## config.mk

```make
export PLATFORM = sky130hd
export DESIGN_NAME = video_source_switch
export DESIGN_NICKNAME = d
export VERILOG_FILES = /design/src/rtl/video_pkg.sv /design/src/rtl/sync_delay_line.sv /design/src/rtl/video_source_switch.sv
export SDC_FILE = /design/constraint.sdc
export NUM_CORES = 1
export LEC_CHECK = 0
export BUFFER_PORTS_ARGS = -buffer_cell sky130_fd_sc_hd__buf_2
export CAP_MARGIN = 10
export CELL_PAD_IN_SITES_DETAIL_PLACEMENT = 1
export CELL_PAD_IN_SITES_GLOBAL_PLACEMENT = 1
export CORE_UTILIZATION = 34
export CTS_CLUSTER_DIAMETER = 100
export DETAILED_ROUTE_END_ITERATION = 8
export GPL_TIMING_DRIVEN = 0
export PLACE_DENSITY_LB_ADDON = 0.1
export SLEW_MARGIN = 20
export SYNTH_ARGS = -nofsm -noshare
export SYNTH_HDL_FRONTEND = slang
export SYNTH_SLANG_ARGS = --single-unit
```

## constraint.sdc

```tcl
create_clock -name clk_in -period 4.8 [get_ports clk_in]
set_clock_uncertainty 0.15 [all_clocks]
set_input_delay 0.24 -clock clk_in [delete_from_list [all_inputs] [get_ports clk_in]]
set_output_delay 0.24 -clock clk_in [all_outputs]
set_load 0.01 [all_outputs]
```

## src/rtl/video_pkg.sv

```systemverilog
// Shared types and helpers for the video source switch: pixel struct, selector state, latency unpacking.
package video_pkg;

    localparam int RGB_COLOR_W = 8;

    typedef struct packed {
        logic [RGB_COLOR_W-1:0] r;
        logic [RGB_COLOR_W-1:0] g;
        logic [RGB_COLOR_W-1:0] b;
    } rgb_t;

    typedef enum logic [1:0] {
        IDLE,
        PENDING,
        GUARD
    } sel_state_t;

    // Pull entry idx out of a packed latency table whose entries are lat_w bits wide.
    function automatic int lat_entry(input logic [63:0] packed_lat, input int idx, input int lat_w);
        logic [63:0] mask;
        mask = (64'd1 << lat_w) - 64'd1;
        return int'((packed_lat >> (idx * lat_w)) & mask);
    endfunction

endpackage

```

## src/rtl/sync_delay_line.sv

```systemverilog
// Shift register for the sync bundle; tap k returns the input delayed by k cycles (tap 0 = input).
module sync_delay_line #(
    parameter int WIDTH = 3,
    parameter int DEPTH = 8,
    parameter int SEL_W = 4
) (
    input  logic             clk,
    input  logic             srst,
    input  logic [WIDTH-1:0] din,
    input  logic [SEL_W-1:0] tap_sel,
    output logic [WIDTH-1:0] tap_out
);

    logic [WIDTH-1:0] stage_reg [DEPTH];

    always_ff @(posedge clk) begin
        if (srst) begin
            for (int k = 0; k < DEPTH; k++) begin
                stage_reg[k] <= '0;
            end
        end else begin
            stage_reg[0] <= din;
            for (int k = 1; k < DEPTH; k++) begin
                stage_reg[k] <= stage_reg[k-1];
            end
        end
    end

    // Tap selects beyond DEPTH fall back to the undelayed input.
    always_comb begin
        tap_out = din;
        for (int k = 1; k <= DEPTH; k++) begin
            if (int'(tap_sel) == k) begin
                tap_out = stage_reg[k-1];
            end
        end
    end

endmodule

```

## src/rtl/video_source_switch.sv

```systemverilog
// Frame-synchronous N-way video source selector: realigns hs/vs/ad to the active source's latency
// and blanks video for a guard window after every committed switch.
module video_source_switch
    import video_pkg::*;
#(
    parameter int                         NUM_SRC     = 4,
    parameter int                         COLOR_W     = 8,
    parameter int                         MAX_LAT     = 8,
    parameter int                         LAT_W       = 4,
    parameter logic [NUM_SRC*LAT_W-1:0]   SRC_LAT     = 16'h5533,
    parameter int                         DEFAULT_SRC = 0
) (
    input  logic                           clk_in,
    input  logic                           rst_in,
    input  logic                           hs_in,
    input  logic                           vs_in,
    input  logic                           ad_in,
    input  logic                           nf_in,
    input  logic [NUM_SRC*3*COLOR_W-1:0]   src_rgb_in,
    input  logic [$clog2(NUM_SRC)-1:0]     sel_in,
    input  logic                           fill_en_in,
    input  logic [3*COLOR_W-1:0]           fill_rgb_in,
    output logic [COLOR_W-1:0]             red_out,
    output logic [COLOR_W-1:0]             green_out,
    output logic [COLOR_W-1:0]             blue_out,
    output logic                           hs_out,
    output logic                           vs_out,
    output logic                           ad_out,
    output logic [$clog2(NUM_SRC)-1:0]     active_sel_out,
    output logic                           pending_out
);

    localparam int SEL_W = $clog2(NUM_SRC);
    localparam int CNT_W = $clog2(MAX_LAT + 2);
    localparam int PIX_W = 3 * COLOR_W;

    sel_state_t        state_reg, state_next;
    logic [SEL_W-1:0]  active_reg, active_next;
    logic [SEL_W-1:0]  target_reg, target_next;
    logic              pending_reg, pending_next;
    logic [CNT_W-1:0]  guard_cnt_reg, guard_cnt_next;

    logic [LAT_W-1:0]  lat_tab [NUM_SRC];
    logic [PIX_W-1:0]  src_pix [NUM_SRC];
    logic [2:0]        sync_tap;
    logic              sel_valid;
    logic              blank;

    logic [PIX_W-1:0]  rgb_reg;
    logic              hs_reg, vs_reg, ad_reg;

    generate
        for (genvar gi = 0; gi < NUM_SRC; gi++) begin : g_src
            localparam int LAT_I = lat_entry(64'(SRC_LAT), gi, LAT_W);
            if (LAT_I > MAX_LAT) begin : g_lat_err
                $error("video_source_switch: SRC_LAT entry %0d (%0d) exceeds MAX_LAT %0d", gi, LAT_I, MAX_LAT);
            end
            assign lat_tab[gi] = LAT_W'(LAT_I);
            assign src_pix[gi] = src_rgb_in[gi*PIX_W +: PIX_W];
        end
        if (DEFAULT_SRC >= NUM_SRC) begin : g_def_err
            $error("video_source_switch: DEFAULT_SRC %0d out of range", DEFAULT_SRC);
        end
    endgenerate

    assign sel_valid = int'(sel_in) < NUM_SRC;

    always_comb begin
        state_next     = state_reg;
        active_next    = active_reg;
        target_next    = target_reg;
        pending_next   = pending_reg;
        guard_cnt_next = guard_cnt_reg;
        unique case (state_reg)
            IDLE: begin
                if (sel_valid && sel_in != active_reg) begin
                    state_next   = PENDING;
                    target_next  = sel_in;
                    pending_next = 1'b1;
                end
            end
            PENDING: begin
                if (sel_valid && sel_in == active_reg) begin
                    state_next   = IDLE;
                    pending_next = 1'b0;
                end else begin
                    if (sel_valid) begin
                        target_next = sel_in;
                    end
                    // Commit uses the request registered before this cycle.
                    if (nf_in) begin
                        active_next    = target_reg;
                        guard_cnt_next = CNT_W'(MAX_LAT + 1);
                        pending_next   = 1'b0;
                        state_next     = GUARD;
                    end
                end
            end
            GUARD: begin
                guard_cnt_next = guard_cnt_reg - CNT_W'(1);
                if (sel_valid) begin
                    pending_next = (sel_in != active_reg);
                    if (sel_in != active_reg) begin
                        target_next = sel_in;
                    end
                end
                if (guard_cnt_reg == CNT_W'(1)) begin
                    state_next = pending_next ? PENDING : IDLE;
                end
            end
            default: state_next = IDLE;
        endcase
    end

    always_ff @(posedge clk_in) begin
        if (rst_in) begin
            state_reg     <= IDLE;
            active_reg    <= SEL_W'(DEFAULT_SRC);
            target_reg    <= SEL_W'(DEFAULT_SRC);
            pending_reg   <= 1'b0;
            guard_cnt_reg <= '0;
        end else begin
            state_reg     <= state_next;
            active_reg    <= active_next;
            target_reg    <= target_next;
            pending_reg   <= pending_next;
            guard_cnt_reg <= guard_cnt_next;
        end
    end

    // Output stage looks at the source that will be active after this edge, so the
    // commit edge already loads the new tap and the blanking lines up with GUARD.
    sync_delay_line #(
        .WIDTH (3),
        .DEPTH (MAX_LAT),
        .SEL_W (LAT_W)
    ) u_sync_delay (
        .clk     (clk_in),
        .srst    (rst_in),
        .din     ({hs_in, vs_in, ad_in}),
        .tap_sel (lat_tab[active_next]),
        .tap_out (sync_tap)
    );

    assign blank = (state_next == GUARD);

    always_ff @(posedge clk_in) begin
        if (rst_in) begin
            hs_reg  <= 1'b0;
            vs_reg  <= 1'b0;
            ad_reg  <= 1'b0;
            rgb_reg <= '0;
        end else begin
            hs_reg <= sync_tap[2];
            vs_reg <= sync_tap[1];
            ad_reg <= sync_tap[0] && !blank;
            if (blank || !sync_tap[0]) begin
                rgb_reg <= '0;
            end else if (fill_en_in) begin
                rgb_reg <= fill_rgb_in;
            end else begin
                rgb_reg <= src_pix[active_next];
            end
        end
    end

    assign red_out        = rgb_reg[PIX_W-1 -: COLOR_W];
    assign green_out      = rgb_reg[2*COLOR_W-1 -: COLOR_W];
    assign blue_out       = rgb_reg[COLOR_W-1:0];
    assign hs_out         = hs_reg;
    assign vs_out         = vs_reg;
    assign ad_out         = ad_reg;
    assign active_sel_out = active_reg;
    assign pending_out    = pending_reg;

endmodule
```

# ---- Word level (Yosys, flattened, before mapping)
# Memory sizes are Yosys's and may differ from the RTL's.
# Index checks and enable logic that the tools add are counted.
dict set report totals {
  regBits 38
  mem_bits_rw 24
  word_cells 99
  memories 1
}
# memory depth word_bits read_ports rd_ports_with_merged_regs wr line_no
set mem_list {}
lappend mem_list {u_sync_delay.stage_reg 8 3 8 0 8 sync_delay_line.sv:14} ;# logic [WIDTH-1:0] stage_reg [DEPTH];
dict set report op_classes {
  add_sub_neg 1
  magnitude_cmp 1
  n_eq_ne 19
  mux 46
  bitwise_logic 9
  n_reduce_logical 13
}
# cell n
set ops {}
lappend ops {{two-way mux 24 bit} 3}
lappend ops {{binary-select mux 24 bit (select 2 bit)} 1}
lappend ops {{two-way mux 3 bit} 16}
lappend ops {{equality test 4 bit (second input constant)} 5}
lappend ops {{two-way mux 2 bit} 9}
lappend ops {{two-way mux 4 bit} 4}
lappend ops {{AND reduction 3 bit} 3}
lappend ops {{binary-select mux 4 bit (select 2 bit)} 1}
lappend ops {{equality test 4 x 3 -> 1 bit (second input constant)} 2}
lappend ops {{two-way mux 1 bit} 8}
lappend ops {{bitwise OR 1 bit} 8}
lappend ops {{case mux 4 bit (2 select lines)} 1}
lappend ops {{!= test 2 bit (second input constant)} 3}
lappend ops {{case mux 2 bit (3 select lines)} 1}
lappend ops {{equality test 2 bit (second input constant)} 2}
lappend ops {{equality test 4 x 1 -> 1 bit (second input constant)} 1}
lappend ops {{equality test 4 x 2 -> 1 bit (second input constant)} 1}
lappend ops {{case mux 2 bit (2 select lines)} 1}
lappend ops {{nonzero test 2 bit} 2}
lappend ops {{OR reduction 2 bit} 2}
lappend ops {{subtractor 4 x 1 -> 4 bit (second input constant)} 1}
lappend ops {{>= comparator 3 bit (second input constant)} 1}
lappend ops {{!= test 3 bit (second input constant)} 1}
lappend ops {{inverter 2 -> 3 bit} 1}
lappend ops {{10 further kinds} 11}

# ---- Longest topological paths before layout
# Gate-level depths: netlist (run 1).
dict set report depth {
  depth_word 19
  depth_mapped 9
  depth_no_buf 7
}

# ---- Hierarchy
# Synthesis (run 1) repeated with hierarchy kept, for this count alone.
dict set report hier_totals {
  hier_cells 307
  area_unflattened_um2 2965.3
}
# module n_inst cells_each area_per_inst_um2 seq_area_each_um2
set modules_own_cells {}
lappend modules_own_cells {video_source_switch 1 205 1958.1 760.7}
lappend modules_own_cells {sync_delay_line 1 102 1007.2 480.5}

# ---- Worst setup path before layout (run 1)
# Ideal clock, no wire load.
dict set report synth_timing {
  path_kind {register -> register}
  from {register active_reg[0] (netlist: active_sel_out[0])}
  to {register rgb_reg[13]}
  arrival_ns 2.185
  slack_ns 2.361
  stages_incl_launch_ff 8
  cell_sequence {dfxtp_1 -> xor2_2 -> o2111ai_4 -> mux2i_4 -> buf_2 -> clkbuf_1 -> a211oi_1 -> a2111oi_2}
}
dict set report synth_between {
  elab_chain_cells 19
}
# element line_no
set synth_lines {}
lappend synth_lines {{start: declaration} video_source_switch.sv:38} ;# logic [SEL_W-1:0] active_reg, active_next;
lappend synth_lines {{start signal: assignment} video_source_switch.sv:118} ;# active_reg <= SEL_W'(DEFAULT_SRC);
lappend synth_lines {{start signal: assignment} video_source_switch.sv:124} ;# active_reg <= active_next;
lappend synth_lines {{equality test 2 bit or two-way mux 2 bit (tied branches)} {video_source_switch.sv:83, video_source_switch.sv:91}}
lappend synth_lines {{two-way mux 2 bit} video_source_switch.sv:83} ;# if (sel_valid && sel_in == active_reg) begin
lappend synth_lines {{two-way mux 2 bit} video_source_switch.sv:74} ;# unique case (state_reg)
lappend synth_lines {{inverter 2 -> 3 bit (not written as such)} {video_source_switch.sv:141, video_source_switch.sv:162}}
lappend synth_lines {{binary-select mux 4 bit (select 2 bit)} video_source_switch.sv:141} ;# .tap_sel (lat_tab[active_next]),
lappend synth_lines {{two-way mux 4 bit (not written as such) (2 in a row)} video_source_switch.sv:141}
lappend synth_lines {{equality test 4 x 2 -> 1 bit} sync_delay_line.sv:33} ;# if (int'(tap_sel) == k) begin
lappend synth_lines {{two-way mux 3 bit (8 in a row)} sync_delay_line.sv:33}
lappend synth_lines {{logical NOT 1 bit} video_source_switch.sv:157} ;# if (blank || !sync_tap[0]) begin
lappend synth_lines {{logical OR 1 bit} video_source_switch.sv:157}
lappend synth_lines {{OR reduction 2 bit (no line)} --}
lappend synth_lines {{end signal: assignment} video_source_switch.sv:160} ;# rgb_reg <= fill_rgb_in;
lappend synth_lines {{end signal: assignment} video_source_switch.sv:162} ;# rgb_reg <= src_pix[active_next];
lappend synth_lines {{end: declaration} video_source_switch.sv:49} ;# logic [PIX_W-1:0] rgb_reg;
# Parallel ways exist; a longest one is shown, timed or not. The select of a mux whose other input is x is not followed.
# A chain may end at the register's enable or synchronous reset.

# ---- Worst setup path after layout (run 1)
dict set report layout_timing {
  from {register state_reg[1]}
  to {register rgb_reg[16]}
}
dict set report layout_between {
  elab_chain_cells 18
}
# element line_no
set layout_lines {}
lappend layout_lines {{start: declaration} video_source_switch.sv:37} ;# sel_state_t state_reg, state_next;
lappend layout_lines {{start signal: assignment} video_source_switch.sv:123} ;# state_reg <= state_next;
lappend layout_lines {{equality test 2 x 1 -> 1 bit} video_source_switch.sv:74}
lappend layout_lines {{two-way mux 2 bit} video_source_switch.sv:74}
lappend layout_lines {{inverter 2 -> 3 bit (not written as such)} {video_source_switch.sv:141, video_source_switch.sv:162}}
lappend layout_lines {{binary-select mux 4 bit (select 2 bit)} video_source_switch.sv:141}
lappend layout_lines {{two-way mux 4 bit (not written as such) (2 in a row)} video_source_switch.sv:141}
lappend layout_lines {{equality test 4 x 2 -> 1 bit} sync_delay_line.sv:33}
lappend layout_lines {{two-way mux 3 bit (8 in a row)} sync_delay_line.sv:33}
lappend layout_lines {{logical NOT 1 bit} video_source_switch.sv:157}
lappend layout_lines {{logical OR 1 bit} video_source_switch.sv:157}
lappend layout_lines {{OR reduction 2 bit (no line)} --}
# Parallel ways exist; a longest one is shown, timed or not. The select of a mux whose other input is x is not followed.

==> results.sh, run 1 <==
export IMPL_outcome="finished, final reports clean"
export IMPL_design_area_um2=3790
export IMPL_crit_path_start_kind="flop"
export IMPL_cp_arrival_ns=2.93
export IMPL_cts_tree="built"
export IMPL_antenna_found_initial=0
export IMPL_place_area_um2=3660
export IMPL_netSwitchingFraction_pct=28.8
export IMPL_layout_common_cells="buf_2 (163), nor2b_1 (64), dfxtp_1 (53)"
export IMPL_final_seq_area_um2=1060
export IMPL_hold_class="in -> reg"
export IMPL_viasPerCell=4.90
export IMPL_fin_util_pct=48.8
export IMPL_endpoint_kind="flop"
export IMPL_route_detailed_drc=0
export IMPL_clockBufferDepth=2
export IMPL_numPortBuffers=158
export IMPL_antenna_left=0
export IMPL_multiInputGateArea_um2=1540
export IMPL_layout_commonest_cell="buf_2"
export IMPL_clkPwrFrac_pct=30.2
export IMPL_syn_area_per_cell_um2=10.3
export IMPL_comb_power_share_pct=19.3
export IMPL_ys_warnings_count=0
export IMPL_first_global_vias=2730
export IMPL_intPower_uw=652
export IMPL_hpwl_um=6650
export IMPL_die_y_um=91.8
export IMPL_required_ns=4.86
export IMPL_p_leak_nw=1.78
export IMPL_die_x_um=91.8
export IMPL_root_buffer="clkbuf_8"
export IMPL_core_area_um2=7770
export IMPL_min_period_ns=2.87
export IMPL_worstMarginPinSlew_ns=0.799
export IMPL_drv_slew=0
export IMPL_cts_resized=0
export IMPL_cts_sinks=53
export IMPL_tns_ns=0
export IMPL_clk_pin_slew_ns=0.11
export IMPL_setup_violations=0
export IMPL_synth_cell_type_count=28
export IMPL_cp_max_fo=10
export IMPL_numCtsBuffers=5
export IMPL_syn_area_um2=2740
export IMPL_sequentialPowerShare_pct=50.5
export IMPL_synth_yosys_seq_area_share_pct=38.7
export IMPL_p_sw_uw=264
export IMPL_path_class="reg -> reg"
export IMPL_area_growth_pct=38.2
export IMPL_drtPass1Iterations=4
export IMPL_die_area_um2=8430
export IMPL_synth_nets=396
export IMPL_num_rows=32
export IMPL_final_net_count=564
export IMPL_timing_fmax_ghz=0.348
export IMPL_ir_worst_vdd_mv=0.133
export IMPL_grt_setup_unrepaired="no"
export IMPL_slew_headroom_pct=46.7
export IMPL_htreeDepth=2
export IMPL_start_util_pct=35.3
export IMPL_synthCells=265
export IMPL_grt_start_max_net_pins=20
export IMPL_routed_wl_um=8330
export IMPL_clock_latency_ns=0.31
export IMPL_drt_initial_drc_count=34
export IMPL_n_antenna_cell=0
export IMPL_p_per_area_nw_per_um2=242
export IMPL_layout_drive_gt1_share_pct=46.1
export IMPL_max_cap_violations=0
export IMPL_fill_cells=952
export IMPL_route_vias_total=2625
export IMPL_grt_usage_pct=20.3
export IMPL_hold_viol=0
export IMPL_io_pins=159
export IMPL_routedWlPerCell_um=15.5
export IMPL_grt_overflow_total=0
export IMPL_largest_register_ffs=24
export IMPL_regToRegSetupSlack_ns=1.93
export IMPL_gp_congestion=0.753
export IMPL_grt_pass1_wl_um=13300
export IMPL_ys_ff_latch=53
export IMPL_finalCritPeriodShare_pct=59.8
[critical path, stage by stage, from the launching register on]
cell and delay [ns]:
dfxtp_1 0.32, clkbuf_1 0.30, inv_1 0.18, o2111ai_4 0.15, mux2i_4 0.44, buf_2 0.30, clkbuf_1 0.42, a211oi_1 0.17
a2111oi_2 0.34
[cell families (layout without fill, tap and decap cells)]
kind of cell,after synthesis,count (layout),share of synthesized area (%)
simple gates,85,85,18.2
compound gates,65,65,23.8
flops,53,53,38.7
mux,31,31,12.2
buf+inv,27,196,5.02
fa+ha+maj,2,2,0.913
xor+xnor,2,2,1.19
[cell type report]
class                      count  share of cell area [%]
clock inverter                 3                   0.760
inverter                       6                   0.595
multi-input combinational    185                    40.7
sequential                    53                    28.0
timing repair buffer         161                    21.7
tap                          102                    3.37
clock buffer                   5                    1.82
buffer                        21                    3.04
[path summary, 6_finish.rpt]
| kind | from | end | cells past startpoint |
|---|---|---|---|
| min | sel_in[0] | target_reg[0] | 3 |
| min reg2reg | u_sync_delay.stage_reg[0][2] | u_sync_delay.stage_reg[0][5] | 1 |
| max reg2reg | state_reg[1] | rgb_reg[16] | 8 |
| max | state_reg[1] | rgb_reg[16] | 8 |
[stage by stage]
step / cells / setup slack (ns) / hold slack [ns] / power (mW)
floorplan: 265 / 2.36 / 0.218 / 0.569
global placement: 525 / 1.93 / 0.266 / 0.645
detailed placement: 525 / 1.91 / 0.275 / 0.650
CTS: 536 / 1.87 / 0.0671 / 0.930
global route: 536 / 1.61 / 0.0795 / 0.970
finish: 536 / 1.93 / 0.0687 / 0.917
[synthesized netlist by cell type]
master | count | area, um2
a21oi_1 | 5 | 25.0
a2111oi_1 | 3 | 30.0
a2111oi_2 | 21 | 315
nand2_1 | 4 | 15.0
nor2b_1 | 64 | 400
mux2i_1 | 29 | 290
a311oi_1 | 3 | 26.3
nor4_1 | 1 | 6.26
buf_2 | 5 | 25.0
nor2_1 | 11 | 41.3
o2111ai_4 | 1 | 26.3
ha_1 | 2 | 25.0
nand2b_1 | 2 | 12.5
buf_8 | 2 | 30.0
clkbuf_1 | 13 | 48.8
mux2i_4 | 2 | 45.0
xor2_2 | 2 | 32.5
a31oi_1 | 2 | 12.5
and2_1 | 1 | 6.26
o21ai_0 | 4 | 20.0
o2bb2ai_1 | 1 | 8.76
or3_1 | 1 | 6.26
buf_6 | 1 | 11.3
a21o_1 | 1 | 7.51
a211oi_1 | 24 | 180
dfxtp_1 | 53 | 1060
nor4bb_1 | 1 | 10.0
inv_1 | 6 | 22.5
[power by group through the flow]
stage	clock network (mW)	logic, mW	registers [mW]
5_1_grt	0.307	0.199	0.465
3_5_place_dp	0	0.177	0.473
3_3_place_gp	0	0.173	0.472
6_report	0.277	0.177	0.463
4_1_cts	0.288	0.180	0.463
2_1_floorplan	0	0.0961	0.473
[what timing repair did]
action / in CTS / in global routing
setup endpoints to repair: 0 / 0
endpoints found under the hold margin: 3 / 0
buffers inserted: 0 / 0
hold buffers: 3 / 0
[metal layers]
layer | GRT usage (%) | part of all wire [%]
met1 | 24.5 | 42
met2 | 34.8 | 48
met3 | 6.30 | 8.2
met4 | 5.47 | 1.9
met5 | 0 | 0
Power figures use the tool's default switching activity.
==> run 2: changes to the inputs <==
Settings changed: CORE_UTILIZATION 34 to 28.
Clock period 4.8 ns to 2.6 ns, I/O delays scaled along.
==> run 2 against run 1 <==
- non-clock buffer count is 22 higher
- wire length grew 9.3%
- critical path depth decreased by 1
- first-iteration DRC count up 18%
- largest power group unchanged
- cell count is 9.1% higher
- core utilization down 4.9 points
- sequential power up 85%
- hold slack got worse by 0.063 ns
- die area up 21%
- combinational power increased by 100%
- fmax grew 17%
- register-to-register slack worse by 1.8 ns
- highest routed layer unchanged
==> results.sh, run 2 (synthesis gave the netlist of run 1 again) <==
export IMPL_clk_pin_slew_ns=0.10
export IMPL_hold_ws_ns=0.00556
export IMPL_fin_util_pct=43.9
export IMPL_antenna_left=0
export IMPL_setup_ws_ns=0.156
export IMPL_slowest_stage="mux2i_4"
export IMPL_grt_overflow_total=0
export IMPL_cp_arrival_ns=2.50
export IMPL_place_inst=552
export IMPL_route_vias_total=2712
export IMPL_required_ns=2.66
export IMPL_slew_headroom_pct=62.9
export IMPL_use_met2_pct=32.1
export IMPL_grt_usage_pct=18.3
export IMPL_p_per_area_nw_per_um2=444
export IMPL_final_net_count=586
export IMPL_die_area_um2=10200
export IMPL_endpoint_kind="flop"
export IMPL_max_cap_violations=0
export IMPL_layout_common_cells="buf_2 (159), nor2b_1 (64), dfxtp_1 (51)"
export IMPL_crit_path_start_kind="flop"
export IMPL_grt_start_max_net_pins=19
export IMPL_hold_class="in -> reg"
export IMPL_htreeDepth=2
export IMPL_route_detailed_drc=0
export IMPL_num_rows=35
export IMPL_viasPerCell=4.64
export IMPL_root_buffer="clkbuf_8"
export IMPL_gp_congestion=0.733
export IMPL_drtPass1Iterations=4
export IMPL_grt_util_met3_pct=5.06
export IMPL_ir_worst_vdd_mv=0.185
export IMPL_timing_fmax_ghz=0.409
export IMPL_grt_setup_unrepaired="yes"
export IMPL_setup_violations=0
export IMPL_die_x_um=101
export IMPL_finalNonFillerCells=585
export IMPL_dp_slack_ns=-0.367
export IMPL_hpwl_um=6930
export IMPL_fill_cells=1124
export IMPL_antenna_found_initial=0
export IMPL_clockBufferDepth=2
export IMPL_layout_commonest_cell="buf_2"
export IMPL_worstMarginPinSlew_ns=0.555
export IMPL_cp_max_fo=10
export IMPL_area_growth_pct=50.0
export IMPL_io_pins=159
export IMPL_routed_wl_um=9100
export IMPL_routedWlPerCell_um=15.6
export IMPL_use_met1_pct=22.0
export IMPL_first_global_vias=2887
export IMPL_clock_latency_ns=0.32
export IMPL_drv_slew=0
export IMPL_path_delay_family="compound AO/OA/AOI/OAI gates"
export IMPL_finalCritPeriodShare_pct=94.0
export IMPL_place_area_um2=3690
export IMPL_path_cells="xor2_2, o2111ai_4, mux2i_4, buf_8, clkbuf_4, a211oi_1, a2111oi_2"
export IMPL_largest_register_ffs=24
export IMPL_cts_sinks=53
export IMPL_path_class="reg -> reg"
export IMPL_die_y_um=101
export IMPL_p_total_mw=1.83
export IMPL_numCtsBuffers=5
export IMPL_core_area_um2=9370
export IMPL_min_period_ns=2.44
export IMPL_drt_initial_drc_count=40
export IMPL_grt_pass1_wl_um=14200
export IMPL_cpPeakStageDelay_ns=0.43
export IMPL_layout_drive_gt1_share_pct=46.3
export IMPL_numPortBuffers=158
export IMPL_cp_num_buf_inv=2
export IMPL_hold_viol=0
export IMPL_tns_ns=0
export IMPL_p_leak_nw=1.92
export IMPL_design_area_um2=4110
export IMPL_top_usage_layer="met2"
export IMPL_start_util_pct=29.3
export IMPL_outcome="finished, final reports clean"
export IMPL_cts_tree="built"
export IMPL_n_antenna_cell=0
==> run 2: cell count changes in the layout (fill, tap and decap cells not counted), moves of 2 or more <==
cell           delta
buf_4             +5
clkbuf_1          -8
dlygate4sd3_1    +22
dfxtp_1           -2
clkbuf_4          +5
buf_2             -4
dfxtp_2           +2
==> run 2: metal layers <==
metal  part of all wire [%]  up-vias
met5                      0        -
met3                    7.2        8
li1                       -     1340
met2                     50       98
met4                    1.2        0
met1                     42     1266
==> run 2: worst reg2reg max path: cells and delay by family, from the launching register on <==
| kind | cells | cell delay [ns] |
|---|---|---|
| AOI/OAI and AO/OA | 3 | 0.76 |
| xor gates and xnor gates | 1 | 0.17 |
| buffers and inverters | 2 | 0.46 |
| DFF | 1 | 0.37 |
| muxes | 1 | 0.43 |
==> run 2: cell type report <==
class | instances | area, um2 | area share (%)
plain buffers | 17 | 130 | 3.16
clock buffers | 5 | 68.8 | 1.67
clock inverters | 3 | 47.5 | 1.16
inverters | 6 | 22.5 | 0.548
multi-input cells | 185 | 1550 | 37.6
flip-flops and latches | 53 | 1060 | 25.9
well taps | 129 | 161 | 3.92
repair buffers | 187 | 1070 | 26.0
==> run 2: path summary, 6_finish.rpt <==
kind	startpoint	to	slack [ns]	depth (start not counted)
setup / recovery	active_sel_out[0]	rgb_reg[3]	0.16	7
hold / removal	fill_rgb_in[20]	rgb_reg[20]	0.006	3
setup reg to reg	active_sel_out[0]	rgb_reg[3]	0.16	7
hold reg to reg	u_sync_delay.stage_reg[0][10]	u_sync_delay.stage_reg[0][13]	0.30	1
==> run 2: repair_timing <==
action | in CTS | in global routing
endpoints found under the hold margin | 25 | 0
gates resized for setup | 10 | 9
hold buffers | 25 | 0
endpoints found under the setup margin | 24 | 21
setup buffers | 3 | 1
==> run 2: power by group <==
group	total (mW)	internal, mW	switching (mW)
combinational	0.361	0.193	0.168
sequential	0.857	0.837	0.0195
clock	0.608	0.295	0.314
